`src/rtl/trap_peak_detector_v_4.sv`:
```
// Pulse detector for the trapezoidal shaper output stream.
// Tracks each above-threshold pulse (peak amplitude, peak timestamp, width),
// emits one event record per accepted pulse and then holds off for HOLD_W samples.
// Ports:
//   clk, reset (async, active-low)
//   in_valid, in_data, threshold  : sample strobe, signed sample, signed trigger level
//   peak_valid                    : one-clock strobe for a new event record
//   peak_amp, peak_time           : signed peak value and its timestamp
//   peak_width, pileup            : saturating above-threshold count, pile-up flag
//   busy                          : pulse in progress or holdoff running
module trap_peak_detector_v_4 #(
  parameter int unsigned DATA_W = 16,
  parameter int unsigned K      = 9,
  parameter int unsigned L      = 5,
  parameter int unsigned MIN_W  = 9,
  parameter int unsigned HOLD_W = 8,
  parameter int unsigned TS_W   = 32
) (
  input  logic                     clk,
  input  logic                     reset,
  input  logic                     in_valid,
  input  logic signed [DATA_W-1:0] in_data,
  input  logic signed [DATA_W-1:0] threshold,
  output logic                     peak_valid,
  output logic signed [DATA_W-1:0] peak_amp,
  output logic [TS_W-1:0]          peak_time,
  output logic [7:0]               peak_width,
  output logic                     pileup,
  output logic                     busy
);

  localparam int unsigned WIDTH_W  = 8;
  localparam int unsigned HOLD_CW  = (HOLD_W < 2) ? 1 : $clog2(HOLD_W + 1);
  localparam int unsigned PILE_LIM = 2 * K + L;
  localparam logic [WIDTH_W-1:0] WIDTH_MAX = '1;

  typedef enum logic [1:0] {
    S_IDLE   = 2'd0,
    S_ACTIVE = 2'd1,
    S_HOLD   = 2'd2
  } state_e;

  state_e                     state_q,  state_d;
  logic [TS_W-1:0]            ts_q,     ts_d;
  logic signed [DATA_W-1:0]   max_q,    max_d;
  logic [TS_W-1:0]            max_ts_q, max_ts_d;
  logic [WIDTH_W-1:0]         width_q,  width_d;
  logic [HOLD_CW-1:0]         hold_q,   hold_d;
  logic                       peak_valid_q, peak_valid_d;
  logic signed [DATA_W-1:0]   peak_amp_q,   peak_amp_d;
  logic [TS_W-1:0]            peak_time_q,  peak_time_d;
  logic [WIDTH_W-1:0]         peak_width_q, peak_width_d;
  logic                       pileup_q,     pileup_d;
  logic                       busy_q,       busy_d;
  logic                       above;

  // State and datapath registers
  always_ff @(posedge clk or negedge reset) begin
    if (!reset) begin
      state_q      <= S_IDLE;
      ts_q         <= '0;
      max_q        <= '0;
      max_ts_q     <= '0;
      width_q      <= '0;
      hold_q       <= '0;
      peak_valid_q <= 1'b0;
      peak_amp_q   <= '0;
      peak_time_q  <= '0;
      peak_width_q <= '0;
      pileup_q     <= 1'b0;
      busy_q       <= 1'b0;
    end else begin
      state_q      <= state_d;
      ts_q         <= ts_d;
      max_q        <= max_d;
      max_ts_q     <= max_ts_d;
      width_q      <= width_d;
      hold_q       <= hold_d;
      peak_valid_q <= peak_valid_d;
      peak_amp_q   <= peak_amp_d;
      peak_time_q  <= peak_time_d;
      peak_width_q <= peak_width_d;
      pileup_q     <= pileup_d;
      busy_q       <= busy_d;
    end
  end

  // Next-state and event-record logic; everything freezes while in_valid is low
  always_comb begin
    state_d      = state_q;
    ts_d         = ts_q;
    max_d        = max_q;
    max_ts_d     = max_ts_q;
    width_d      = width_q;
    hold_d       = hold_q;
    peak_valid_d = 1'b0;
    peak_amp_d   = peak_amp_q;
    peak_time_d  = peak_time_q;
    peak_width_d = peak_width_q;
    pileup_d     = pileup_q;
    above        = in_data > threshold;

    if (in_valid) begin
      ts_d = ts_q + TS_W'(1);
      unique case (state_q)
        S_IDLE: begin
          if (above) begin
            state_d  = S_ACTIVE;
            max_d    = in_data;
            max_ts_d = ts_q;
            width_d  = WIDTH_W'(1);
          end
        end
        S_ACTIVE: begin
          if (above) begin
            if (width_q != WIDTH_MAX) begin
              width_d = width_q + WIDTH_W'(1);
            end
            // Strict compare keeps the earliest sample on ties
            if (in_data > max_q) begin
              max_d    = in_data;
              max_ts_d = ts_q;
            end
          end else begin
            if (32'(width_q) >= MIN_W) begin
              peak_valid_d = 1'b1;
              peak_amp_d   = max_q;
              peak_time_d  = max_ts_q;
              peak_width_d = width_q;
              pileup_d     = (width_q == WIDTH_MAX) || (32'(width_q) > PILE_LIM);
            end
            // Terminating sample is consumed here and never retriggers
            if (HOLD_W == 0) begin
              state_d = S_IDLE;
            end else begin
              state_d = S_HOLD;
              hold_d  = HOLD_CW'(HOLD_W);
            end
          end
        end
        S_HOLD: begin
          hold_d = hold_q - HOLD_CW'(1);
          if (hold_q == HOLD_CW'(1)) begin
            state_d = S_IDLE;
          end
        end
        default: begin
          state_d = S_IDLE;
        end
      endcase
    end

    busy_d = (state_d != S_IDLE);
  end

  assign peak_valid = peak_valid_q;
  assign peak_amp   = peak_amp_q;
  assign peak_time  = peak_time_q;
  assign peak_width = peak_width_q;
  assign pileup     = pileup_q;
  assign busy       = busy_q;

endmodule

```
`config.mk`:
```
export PLATFORM = sky130hd
export DESIGN_NAME = trap_peak_detector_v_4
export DESIGN_NICKNAME = d
export VERILOG_FILES = /design/src/rtl/trap_peak_detector_v_4.sv
export SDC_FILE = /design/constraint.sdc
export NUM_CORES = 1
export LEC_CHECK = 0
export ABC_AREA = 1
export CAP_MARGIN = 15
export CORE_MARGIN = 10
export CORE_UTILIZATION = 56
export CTS_CLUSTER_DIAMETER = 200
export DETAILED_ROUTE_END_ITERATION = 6
export MAX_ROUTING_LAYER = met4
export PLACE_DENSITY = 0.85
export SLEW_MARGIN = 10
export SYNTH_ARGS = -nofsm -noshare
export SYNTH_HDL_FRONTEND = slang
export SYNTH_SLANG_ARGS = --single-unit
```
`constraint.sdc`:
```
create_clock -name clk -period 2.5 [get_ports clk]
set_input_delay 0.75 -clock clk [delete_from_list [all_inputs] [get_ports clk]]
set_output_delay 0.75 -clock clk [all_outputs]
set_load 0.02 [all_outputs]
```
==> After elaboration in Yosys (flattened, before gate mapping) <==
Cells that the tools add are included.
{ "op_classes": {"addsub": 3, "reduce_logical": 9, "n_div": 0, "n_mux": 23, "bitwise_logic": 1, "shifts": 0, "eq_ne": 10, "mul": 0, "magnitude_cmp": 4} }
{ "ops": {"columns": ["cell", "count"], "rows": [
  ["32-bit two-way mux", 3],
  ["32-bit one-hot mux with 2 select lines", 1],
  ["16-bit two-way mux", 3],
  ["32-bit by 1-bit adder with 32-bit output, second input constant", 1],
  ["16-bit greater-than comparator", 2],
  ["16-bit one-hot mux with 2 select lines", 1],
  ["8-bit two-way mux", 3],
  ["8-bit one-hot mux with 2 select lines", 1],
  ["2-bit inequality test, second input constant", 5],
  ["5-bit AND reduction", 2],
  ["8-bit by 1-bit adder with 8-bit output, second input constant", 1],
  ["8-bit == test, second input constant", 1],
  ["8-bit by 4-bit >= comparator with 1-bit output, second input constant", 1],
  ["8-bit by 5-bit greater-than comparator with 1-bit output, second input constant", 1],
  ["2-bit two-way mux", 4],
  ["8-bit inequality test, second input constant", 1],
  ["4-bit one-hot mux with 2 select lines", 1],
  ["2-bit one-hot mux with 3 select lines", 1],
  ["2-bit nonzero test", 3],
  ["4-bit by 1-bit == test with 1-bit output, second input constant", 1],
  ["1-bit two-way mux", 4],
  ["4-bit two-way mux", 1],
  ["4-bit AND reduction", 1],
  ["4-bit by 1-bit subtractor with 4-bit output, second input constant", 1],
  ["6 further kinds", 6]
]} }
{ "word_totals": {"memories": 0, "out_inout_bits": 59, "romBits": 0, "word_cells": 62, "mem_bits_rw": 0, "reg_bits": 153, "latch_bits": 0, "inputBits": 35} }

==> Depth between registers and ports, before layout <==
{ "depth": {"ltp_word": 5, "ltp_mapped": 18, "ltp_nobuf": 16} }

==> Least setup slack after synthesis <==
No wires, ideal clock.
{ "synth_path": {"kind": "in2reg", "startpoint": "input port threshold[13]", "endpoint": "register max_q[0]", "n_path_buf": 2, "setup_ns": 0.116, "required_time_ns": 2.384, "setup_slack_ns": 0.134, "t_arrival_ns": 2.250, "stages": 16, "cell_sequence": "inv_1 ha_1 nand2_1 inv_1 o21bai_1 nand2_1 a21oi_2 nand2_1 nand2_2 nand3_4 nor2_4 nand2_1 buf_4 buf_6 nand2_1 nand2_1"} }
{ "synth_via": {"elab_chain_len": 3, "elab_cells_between_ends": 4, "classes_between": "order compare: 1; eq/ne: 2; reduce/logical: 1"} }
{ "synth_rtl": {"columns": ["element", "line", "source"], "rows": [
  ["start, declared", "23", "input logic signed [DATA_W-1:0] threshold,"],
  ["16-bit greater-than comparator (*)", "101", "above = in_data > threshold;"],
  ["2-bit inequality test (no line)", null, null],
  ["5-bit AND reduction (no line) (*)", null, null],
  ["end signal, assigned", "75", "max_q <= max_d;"],
  ["end, declared", "45", "logic signed [DATA_W-1:0] max_q, max_d;"]
]} }
Mark *: on every way between the ends. The rest lies on a longest branch, timed or not.
A chain may end at the register's enable or synchronous reset.

==> Final worst setup path <==
{ "layout_path": {"startpoint": "input port in_data[14]", "endpoint": "register peak_amp_q[4], in the netlist peak_amp[4]"} }
{ "layout_via": {"elab_chain_len": 3} }
{ "layout_rtl": {"columns": ["element", "line", "source"], "rows": [
  ["start, declared", "22", "input logic signed [DATA_W-1:0] in_data,"],
  ["16-bit greater-than comparator", "101", null],
  ["1-bit inverter (no line)", null, null],
  ["4-bit AND reduction (no line)", null, null],
  ["end signal, assigned", "80", "peak_amp_q <= peak_amp_d;"],
  ["end, declared", "50", "logic signed [DATA_W-1:0] peak_amp_q, peak_amp_d;"]
]} }
Every way passes these cells.

==> run metrics <==
die height=135 um; htree depth=4; capture point of the worst reg-to-reg path=max_q[0]; vias in the first global route=6282; Worst Path Required=approximately 2800 ps; Syn Inst Count=~860; ys flop type=dfrtp_1; commonest non-fill, non-tap cell in the layout=nand2_1; Setup crit end kind=flop; final core area utilization=about four fifths; Post-synth EDFFs=0; critical setup path kind=in -> reg; slew margin rel.=a little over three fifths; post-synthesis async set-or-reset flop share=100%; register area share after synthesis=between 50% and 60%; Post-Syn Nets=~930; worst slew pin tran=about 550 ps; worst-case reg-to-reg path depth=12; # IOs=94; synthesized cell area=approximately 7400 um^2; total CTS buffers=17; Yosys reg bits=about 150; Worst Setup SP=in_data[14]; GR Overflow Total=0; Core ar.=between 10000 and 15000 um^2; failing checks=setup timing; clk buf depth=2; First-pass DRT Iterations=6; Die W=135 um; worst reg-to-reg setup slack=between 150 and 200 ps; min Tclk post-route=roughly 2500 ps; period utilization=101%; Critical Path End=peak_amp[4]; antenna-violating nets left=0; first-iteration detailed-routing DRC count=890; DR DRC count=0; P&R area growth vs syn=36.2%; total power draw=roughly 7.5 mW; Final WS setup=-29.0 ps; first-pass GRT wire length=around 30000 um; vias post-DR=just under 7000; Peak VDD IR=about 0.00057 V; Worst Clk Skew=about 6.7 ps; RD Place Congestion=0.904; Clock transition at path regs=~60 ps; initial antenna violation count=1; Arrival @ worst endpoint=2850 ps; most frequent cells in the layout=311 x nand2_1, 153 x dfrtp_1, 76 x nand3_1; Syn. warnings=0; largest net degree at the start of global routing=50; PD cells=750 nW/um^2; Max Cap Viol=0; CP Launch Type=primary input; reg2reg start=max_q[13]; post-route cell area=10000 um^2; nets=roughly 1100; status=finished, violations left; die area=roughly 18000 um^2; final hold viol count=0; CTS tree=built; layout cells sized above 1=between 15 and 20%; Peak Freq=395 MHz; clk sinks=~150; Post-Route WL=between 20000 and 25000 um; leakage power=5.36 nW; mean number of vias per cell=between 5 and 6; Crit Path Max Fanout=14; routed len/inst=approximately 19 um; root buffer cell=clkbuf_16; overall global routing resource usage=21.0%; Core Rows=41; Hold WC Path Type=in -> async; Clock Latency Late Sink=440 ps; # setup viols final=1; Mapped Avg Cell Area=approximately 8.6 um^2; DP HPWL=roughly 12000 um; hold_buf cts=0; Initial Util=between 50% and 60%; Pins Over Slew Limit=0; Yosys cell types=32; # port buffers=93; placed cell area=8830 um^2
[registers in the layout, summed over array words and instances, names as in the netlist]
register / flops
pileup: 1
state_q: 2
ts_q: 32
hold_q: 4
peak_valid: 1
peak_time: 32
width_q: 8
peak_amp: 16
max_q: 16
peak_width: 8
max_ts_q: 32
busy: 1
[repair_timing]
action | 4_1_cts | 5_1_grt
cloned | 0 | 13
pin swaps | 2 | 24
gates resized for setup | 28 | 97
setup endpoints to repair | 113 | 116
buffers inserted | 2 | 1
[cells by family after synthesis]
logic type | Yosys count | share of synthesized area (%)
buffers and inverters | 109 | 6.51
AO/OA/AOI/OAI | 42 | 3.04
adder cells (fa/ha/maj) | 38 | 6.45
XOR/XNOR | 37 | 4.39
AND/OR/NAND/NOR | 477 | 27.7
flip-flops | 153 | 51.9
[worst max-delay path, cell delays in order]
cell	delay, ps
dlygate4sd2_1	300
ha_4	270
nand2_4	70
o21bai_1	110
nand2_1	80
a21oi_2	130
buf_4	140
nand3_4	80
nand3_4	120
buf_12	130
nand3_4	190
buf_6	240
o21ai_0	230
[final cells by class]
class	instances	area, um^2
Inverter	80	308
Tap cell	172	215
Sequential cell	153	3830
Multi-Input combinational cell	595	3380
Clock buffer	22	474
Antenna cell	1	2.50
Timing Repair Buffer	155	1790
Fill cell	721	2730
Clock inverter	8	48.8
[synthesized netlist by cell type, types with 2 or more instances]
cell	count	share of area (%)
nand2_1	323	16
dfrtp_1	153	52
nand3_1	80	5.4
inv_1	78	4.0
ha_1	38	6.4
nor2_1	32	1.6
o21ai_0	24	1.6
xor2_1	24	2.8
xnor2_1	13	1.5
a21oi_1	12	0.81
nor3_1	12	0.81
buf_4	10	1.0
nand4_1	10	0.85
buf_2	9	0.61
clkbuf_1	7	0.36
nor3_2	5	0.68
buf_6	3	0.46
o21bai_1	3	0.31
inv_2	2	0.10
nand2_2	2	0.17
nand3_4	2	0.47
nor2_4	2	0.31
nor4_1	2	0.17
or2_2	2	0.17
[how the worst min path moves through the flow]
stage / from / endpoint / slack, ps / cells after the start
floorplan: max_q[10] / max_q[10] / 440 / 2
global placement: max_q[15] / max_q[15] / 450 / 2
detailed placement: max_ts_q[28] / peak_time[28] / 460 / 2
CTS: reset / peak_amp[10] / 270 / 1
global route: reset / peak_amp[10] / 280 / 1
finish: reset / peak_amp[10] / 250 / 1
[metrics by stage]
stage          cells  worst slack (ps)  hold WS (ps)  setup TNS (ps)
6_report        1186             -29.0           247           -29.0
5_1_grt         1186             -90.4           283           -2540
3_5_place_dp    1139              -553           457          -59940
4_1_cts         1171             -37.2           271            -387
3_3_place_gp    1139              -587           453          -64280
2_1_floorplan    856               134           442               0
[metal layers]
layer  part of all wire [%]  track usage, %  vias up
met2                     49            34.9      447
met1                     37            24.7     3312
met3                    8.9            4.71      126
li1                       -               -     3012
met5                      0               -        -
met4                    4.7            7.32        0
[where the power goes]
group          switching, mW  internal, mW
Clock                   1.01          1.33
Combinational           1.27         0.852
Sequential             0.290          2.78
(Power assumes the default switching activity.)
